[config.mk]
export PLATFORM = sky130hd
export DESIGN_NAME = mem_block_ctrl
export DESIGN_NICKNAME = d
export VERILOG_FILES = /design/src/rtl/mem_block_ctrl.sv
export SDC_FILE = /design/constraint.sdc
export NUM_CORES = 1
export LEC_CHECK = 0
export ABC_AREA = 1
export CAP_MARGIN = 15
export CELL_PAD_IN_SITES_DETAIL_PLACEMENT = 0
export CELL_PAD_IN_SITES_GLOBAL_PLACEMENT = 1
export CORE_ASPECT_RATIO = 1.1
export CORE_MARGIN = 2
export CORE_UTILIZATION = 34
export CTS_BUF_LIST = sky130_fd_sc_hd__clkbuf_8 sky130_fd_sc_hd__clkbuf_16
export CTS_CLUSTER_DIAMETER = 40
export DETAILED_ROUTE_END_ITERATION = 8
export GPL_TIMING_DRIVEN = 0
export MAX_ROUTING_LAYER = met4
export PLACE_DENSITY = 0.85
export SLEW_MARGIN = 20
export SYNTH_ARGS = -nofsm -noshare
export SYNTH_HDL_FRONTEND = slang
export SYNTH_SLANG_ARGS = --single-unit
[constraint.sdc]
create_clock -name clk_i -period 5.34 [get_ports clk_i]
set_input_delay 1.068 -clock clk_i [delete_from_list [all_inputs] [get_ports clk_i]]
set_output_delay 1.068 -clock clk_i [all_outputs]
set_load 0.005 [all_outputs]
[src/rtl/mem_block_ctrl.sv]
// Block-transfer memory controller: serialises cache block reads/write-backs into single-word SRAM accesses.
// Optional per-word ack timeout with sticky error is enabled by defining MEM_CTRL_TIMEOUT_EN.
module mem_block_ctrl #(
  parameter int BLOCK_SIZE = 2,
  parameter int LINE_SIZE  = 32,
  parameter int ADDR_SIZE  = 32,
  parameter int TIMEOUT    = 15
) (
  input  logic                                   clk_i,
  input  logic                                   reset_i,
  input  logic                                   m_read_i,
  input  logic                                   m_wr_i,
  input  logic [ADDR_SIZE-BLOCK_SIZE-3:0]        m_addr_i,
  input  logic [(2**BLOCK_SIZE)*LINE_SIZE-1:0]   m_wr_data_i,
  output logic                                   m_busywait_o,
  output logic [(2**BLOCK_SIZE)*LINE_SIZE-1:0]   m_read_data_o,
  output logic                                   m_write_done_o,
  output logic                                   m_read_done_o,
  output logic                                   m_error_o,
  output logic                                   sram_req_o,
  output logic                                   sram_we_o,
  output logic [ADDR_SIZE-3:0]                   sram_addr_o,
  output logic [LINE_SIZE-1:0]                   sram_wdata_o,
  input  logic [LINE_SIZE-1:0]                   sram_rdata_i,
  input  logic                                   sram_ack_i
);

  localparam int WORDS = 2**BLOCK_SIZE;
  localparam int BW    = WORDS * LINE_SIZE;
  localparam int BA    = ADDR_SIZE - BLOCK_SIZE - 2;
  localparam logic [BLOCK_SIZE-1:0] LAST_IDX = '1;

  typedef enum logic [1:0] {IDLE, WRITE, READ, DONE} state_e;

  state_e                state_q, state_d;
  logic [BLOCK_SIZE-1:0] idx_q, idx_d;
  logic [BA-1:0]         addr_q, addr_d;
  logic [BW-1:0]         wdata_q, wdata_d;
  logic [BW-1:0]         rdata_q, rdata_d;
  logic                  wr_pend_q, wr_pend_d;
  logic                  rd_pend_q, rd_pend_d;
  logic                  busy_q, busy_d;
  logic                  we_q, we_d;
  logic                  wdone_q, wdone_d;
  logic                  rdone_q, rdone_d;

`ifdef MEM_CTRL_TIMEOUT_EN
  localparam int CW = $clog2(TIMEOUT + 1);
  logic [CW-1:0] cnt_q, cnt_d;
  logic          error_q, error_d;
`endif

  // NOTE: every variable gets a default at the top of always_comb, so no path can infer a latch.
  always_comb begin
    state_d = state_q;
    idx_d   = idx_q;
    addr_d  = addr_q;
    wdata_d = wdata_q;
    rdata_d = rdata_q;
`ifdef MEM_CTRL_TIMEOUT_EN
    cnt_d   = cnt_q;
    error_d = error_q;
`endif
    case (state_q)
      IDLE: begin
        if (wr_pend_q) begin
          state_d = WRITE;
          idx_d   = '0;
        end else if (rd_pend_q) begin
          state_d = READ;
          idx_d   = '0;
        end
      end
      WRITE, READ: begin
        if (sram_ack_i) begin
          if (state_q == READ) rdata_d[int'(idx_q)*LINE_SIZE +: LINE_SIZE] = sram_rdata_i;
          idx_d = idx_q + 1'b1;
          if (idx_q == LAST_IDX) state_d = DONE;
`ifdef MEM_CTRL_TIMEOUT_EN
          cnt_d = '0;
        end else if (cnt_q == CW'(TIMEOUT - 1)) begin
          state_d = DONE;
          error_d = 1'b1;
          cnt_d   = '0;
          idx_d   = '0;
        end else begin
          cnt_d = cnt_q + 1'b1;
`endif
        end
      end
      DONE:    state_d = IDLE;
      default: state_d = IDLE;
    endcase

    // Requests are captured only on edges that leave the FSM idle; the capture is acted on one edge later.
    wr_pend_d = (state_d == IDLE) && m_wr_i;
    rd_pend_d = (state_d == IDLE) && m_read_i;
    if (state_d == IDLE) begin
      addr_d = m_addr_i;
      if (m_wr_i) wdata_d = m_wr_data_i;
    end

    busy_d  = (state_d == WRITE) || (state_d == READ);
    we_d    = (state_d == WRITE);
    wdone_d = (state_q == WRITE) && (state_d == DONE);
    rdone_d = (state_q == READ)  && (state_d == DONE);
  end

  // NOTE: reset is synchronous, so it lives inside the clocked branch; block data registers are cleared too because the read block is a visible output.
  always_ff @(posedge clk_i) begin
    if (!reset_i) begin
      state_q   <= IDLE;
      idx_q     <= '0;
      addr_q    <= '0;
      wdata_q   <= '0;
      rdata_q   <= '0;
      wr_pend_q <= 1'b0;
      rd_pend_q <= 1'b0;
      busy_q    <= 1'b0;
      we_q      <= 1'b0;
      wdone_q   <= 1'b0;
      rdone_q   <= 1'b0;
    end else begin
      state_q   <= state_d;
      idx_q     <= idx_d;
      addr_q    <= addr_d;
      wdata_q   <= wdata_d;
      rdata_q   <= rdata_d;
      wr_pend_q <= wr_pend_d;
      rd_pend_q <= rd_pend_d;
      busy_q    <= busy_d;
      we_q      <= we_d;
      wdone_q   <= wdone_d;
      rdone_q   <= rdone_d;
    end
  end

`ifdef MEM_CTRL_TIMEOUT_EN
  always_ff @(posedge clk_i) begin
    if (!reset_i) begin
      cnt_q   <= '0;
      error_q <= 1'b0;
    end else begin
      cnt_q   <= cnt_d;
      error_q <= error_d;
    end
  end
  assign m_error_o = error_q;
`else
  logic unused_timeout;
  assign unused_timeout = (TIMEOUT == 0);
  assign m_error_o      = 1'b0;
`endif

  assign m_busywait_o   = busy_q;
  assign sram_req_o     = busy_q;
  assign sram_we_o      = we_q;
  assign m_write_done_o = wdone_q;
  assign m_read_done_o  = rdone_q;
  assign m_read_data_o  = rdata_q;
  assign sram_addr_o    = {addr_q, idx_q};
  assign sram_wdata_o   = wdata_q[int'(idx_q)*LINE_SIZE +: LINE_SIZE];

endmodule

# After elaboration in Yosys (flattened, before gate mapping)
# Cells that the tools add are included.
# Widths: inputs -> output; s select.
[classes]
addsub = 2
eq_ne = 9
shifts = 3
n_mux = 10
n_reduce_logical = 12
[op_table]
columns = ["operator", "count"]
rows = [
  ["$bwmux 128", 1],
  ["$shift 32x33->128 const A", 1],
  ["$shiftx 128x8->32", 1],
  ["$shiftx 32x33->128", 1],
  ["$neg 7->33", 1],
  ["$mux 2", 7],
  ["$eq 2x2->1 const B", 5],
  ["$pmux 2 s3", 1],
  ["$reduce_and 3->1", 2],
  ["$eq 2x1->1 const B", 2],
  ["$logic_and 1x1->1", 4],
  ["$logic_not 2->1", 2],
  ["$pmux 2 s2", 1],
  ["$ne 3x3->1 const B", 1],
  ["$add 2x1->2 const B", 1],
  ["$ne 2x2->1 const B", 1],
  ["$reduce_and 2->1", 1],
  ["$reduce_bool 2->1", 1],
  ["$reduce_or 2->1", 1],
  ["$logic_or 1x1->1", 1],
]
[word_totals]
reg_bits = 294
output_inout_bits = 196

# Logic depth before layout (Yosys ltp)
[logic_depth]
word_depth = 6
depth_mapped = 14

# Least setup slack after synthesis
# No wires, ideal clock.
[synth_path]
path_type = "in2reg"
start = "input port sram_ack_i"
end = "register wdata_q[91]"
setup_time_ns = 0.065
arrival_time_ns = 2.343
required_time_ns = 5.275
path_slack_ns = 2.933
stages = 11
cell_sequence = "nand2_1 nand2_1 nand3_1 nand2_1 inv_1 ha_1 nand2_1 clkbuf_1 clkbuf_1 o21ai_0 nor2_1"
[synth_between]
elab_chain_cells = 4
[synth_lines]
columns = ["element", "line_no", "rtl"]
rows = [
  ["start: declaration", "25", "input logic sram_ack_i"],
  ["$mux 2", "75", "if (sram_ack_i) begin"],
  ["$pmux 2 s3", "64", "case (state_q)"],
  ["via state_d[0]", "35", "state_e state_q, state_d;"],
  ["$logic_not 2->1", "98", "if (state_d == IDLE) begin"],
  ["$reduce_and 2->1 (no line)", "n/a", ""],
  ["end signal: assignment", "127", "wdata_q <= wdata_d;"],
  ["end: declaration", "38", "logic [BW-1:0] wdata_q, wdata_d;"],
]
# The timed path passes the listed nets, and every way through them passes these cells.
# A chain may end at the register's enable or synchronous reset.

# Worst setup path after layout
[layout_path]
start = "register idx_q[0]"
end = "output port sram_wdata_o[20]"
[layout_between]
elab_chain_cells = 1
[layout_lines]
columns = ["element", "line_no", "rtl"]
rows = [
  ["start: declaration", "36", "logic [BLOCK_SIZE-1:0] idx_q, idx_d;"],
  ["start signal: assignment", "125", "idx_q <= idx_d;"],
  ["$shiftx 128x8->32", "162", "assign sram_wdata_o = wdata_q[int'(idx_q)*LINE_SIZE +: LINE_SIZE];"],
  ["end: declaration", "23", "output logic [LINE_SIZE-1:0] sram_wdata_o,"],
]
# No other way between the ends.

==> flow_metrics.tcl <==
set metrics [dict create \
    crit_required_ns 4.27 \
    synth-simple-area-share_pct 24.9 \
    synthArstFlopShare_pct 0 \
    synthXorXnorAreaFrac_pct 0 \
    std_cell_rows 71 \
    drive_above_1_share_pct 4.59 \
    start_util_pct 34.6 \
    wl_met3_um 3130 \
    p_per_area_nw_per_um2 424 \
    wl_per_cell_um 17.9 \
    hold_viol 0 \
    wl_met2_um 22500 \
    worst_setup_path_end_kind "output pin" \
    critical_path_peak_fanout 10 \
    ys_seq_elements 294 \
    run_status "complete, no violations" \
    cts_resized 0 \
    h-tree-depth 2 \
    drt_pass1_iterations 5 \
    r2r_start "idx_q[1]" \
    path_delay_family "buffers and inverters" \
    crit_slowest_cell "clkdlybuf4s50_1" \
    crit_type "reg2out" \
    post_dp_cell_area_um2 16300 \
    globalRouteOverflowTotal 0 \
    synth_edf_count 0 \
    portBuffers 387 \
    yosysMostFrequentCell "nor2_1" \
    avgSynthCellArea_um2 7.04 \
    routed_wl_um 46200 \
    netlist_top_cells_count "nor2_1 (542), dfxtp_1 (294), o21ai_0 (282)" \
    cts_tree "yes" \
    slew_headroom_pct 49.3 \
    die_h_um 200 \
    min_period_ns 4.09 \
    hold_start "m_read_data_o[45]" \
    core_region_area_um2 34200 \
    grt_max_degree 13 \
    post_cts_buffers 0 \
    synth.top_cell.area_share_pct 49.8 \
    ant_nets 0 \
    synth_top_flop_cell "dfxtp_1" \
    setup_tns_ns 0 \
    vdd_drop_max_mv 0.212 \
    ys_types 20 \
    worst_pin_slew_ns 0.760 \
    antenna_found_initial 1 \
    leakage_nw 6.88 \
    synthMuxAreaShare_pct 0 \
    numClockSinks 294 \
    synth_warnings 0 \
    setup_viol 0 \
    hold_path_class "reg2reg" \
    period_share_pct 76.5 \
    vias 12627 \
    drv_slew 0 \
    via_per_inst 4.90 \
    netlist_area_um2 11800 \
    place_ws_ns 1.37 \
    yosysTopAreaCell "dfxtp_1" \
    syn-num-nets 1887 \
    max-cap-violations 0 \
    synth_adder_area_share_pct 1.37 \
    grt_pass1_vias 12122 \
    drcViolationCount 0 \
    ys_seq_area_share_pct 49.8 \
    worstSkewPairLatency_ns 0.52 \
    critPathMaxStageDelay_ns 0.58 \
    synthCells 1681 \
    post-dp-hpwl_um 36300 \
    cts-root-buf "clkbuf_16" \
    synth_top_family_by_area "simple AND/OR/NAND/NOR gates" \
    track_usage_pct 25.3 \
    rsz0062_at_grt "false" \
    clockBufferDepth 3 \
    ioPinCount 389 \
    cp_common_cell "buf_2" \
    fin_area_um2 17500 \
    max_freq_mhz 245 \
    grt_pass1_wl_um 68700 \
    synth_compound_area_share_pct 17.9 \
    critPathLaunch "idx_q[0]" \
    crit_chain "buf_2 -> buf_2 -> clkbuf_1 -> nor2_1 -> o22ai_1 -> clkdlybuf4s50_1" \
    highest_layer "met4" \
    syn_to_final_growth_pct 47.6 \
    synthTopCellsByArea "dfxtp_1 (50%), nor2_1 (17%), o21ai_0 (12%), nand2_1 (7.1%), a21oi_1 (4.3%)" \
    dieArea_um2 36300 \
    startpoint_type "register" \
    hold_buffers 0 \
    num-fill-cells 3418 \
    clock_skew_ns 0.0205 \
    wl_met1_um 19100 \
    setup_ws_ns 1.25 \
    die_w_um 182 \
    cts_buffers 38 \
    drt_iter0_drc 795 \
    finalPower_mw 7.41 \
    gp_congestion 0.928 \
    nets 2314 \
    arrival_ns 3.02 \
    crit_buf_inv 4 \
    clk_pin_slew_ns 0.05 \
]
==> sequential cells by signal, summed over array words and instances, names as in the netlist, 2 cells and up <==
| signal | count |
|---|---|
| addr_q | 28 |
| wdata_q | 128 |
| m_read_data_o | 128 |
| idx_q | 2 |
| state_q | 2 |
==> cell usage in the layout, fill, tap and decap left out, drive strengths merged <==
master	count
nand3	6
clkbuf	133
o22ai	32
ha	13
a21oi	101
nand2	225
nand4	2
clkinvlp	4
inv	62
bufinv	1
clkinv	10
conb	1
nor2	543
buf	37
clkdlybuf4s50	387
or2	2
dfxtp	294
diode	1
o21ai	283
==> path summary, 6_finish.rpt <==
kind,endpoint,slack [ns],cells past startpoint
worst max register to register,wdata_q[91],2.26,12
worst max-delay path,sram_wdata_o[20],1.25,6
worst min-delay path,m_read_data_o[45],0.47,2
worst min register to register,m_read_data_o[45],0.47,2
==> kinds of logic after synthesis <==
kind of cell / count (synthesis)
and+or+nand+nor: 778
adders and majority gates: 13
AOI/OAI and AO/OA: 416
DFF: 294
buffers and inverters: 179
other: 1
==> power breakdown <==
group          leakage (nW)  internal (mW)  switching (mW)
Sequential             2.41           2.47           0.145
Clock                 0.615           1.44           0.990
Combinational          3.86          0.953            1.41
==> worst reg2reg max path, stage by stage, from the launching register on <==
cell and delay [ns]:
dfxtp_1 0.59, ha_1 0.23, nand2_1 0.07, nand2_1 0.07, nand3_1 0.08, nand2_1 0.15, inv_1 0.06, ha_1 0.30
nand2_1 0.19, clkbuf_1 0.35, clkbuf_1 0.60, o21ai_0 0.22, nor2_1 0.11
==> cell type report <==
type	count	area (um^2)	share of cell area (%)
Sequential cell	294	5890	33.7
Multi-Input combinational cell	1208	5230	29.9
Timing Repair Buffer	387	3870	22.2
Clock buffer	43	1030	5.90
Tap cell	438	548	3.14
Buffer	127	520	2.98
Inverter	52	195	1.12
Clock inverter	25	178	1.02
Antenna cell	1	2.50	0.0143
==> metrics by stage <==
stage	hold slack (ns)	util, %	std cells
after global routing	0.485	51.1	2575
final	0.465	51.1	2575
after CTS	0.467	51.1	2574
after detailed placement	0.458	47.5	2506
after floorplan	0.449	-	1681
after global placement	0.453	47.5	2506
==> layer usage <==
metal	vias to the layer above	global-route usage [%]
met3	82	4.59
met1	5787	29.4
li1	6262	-
met2	496	44.1
met4	0	8.57
met5	-	-
Note: power is estimated with default switching activity, not from simulation.
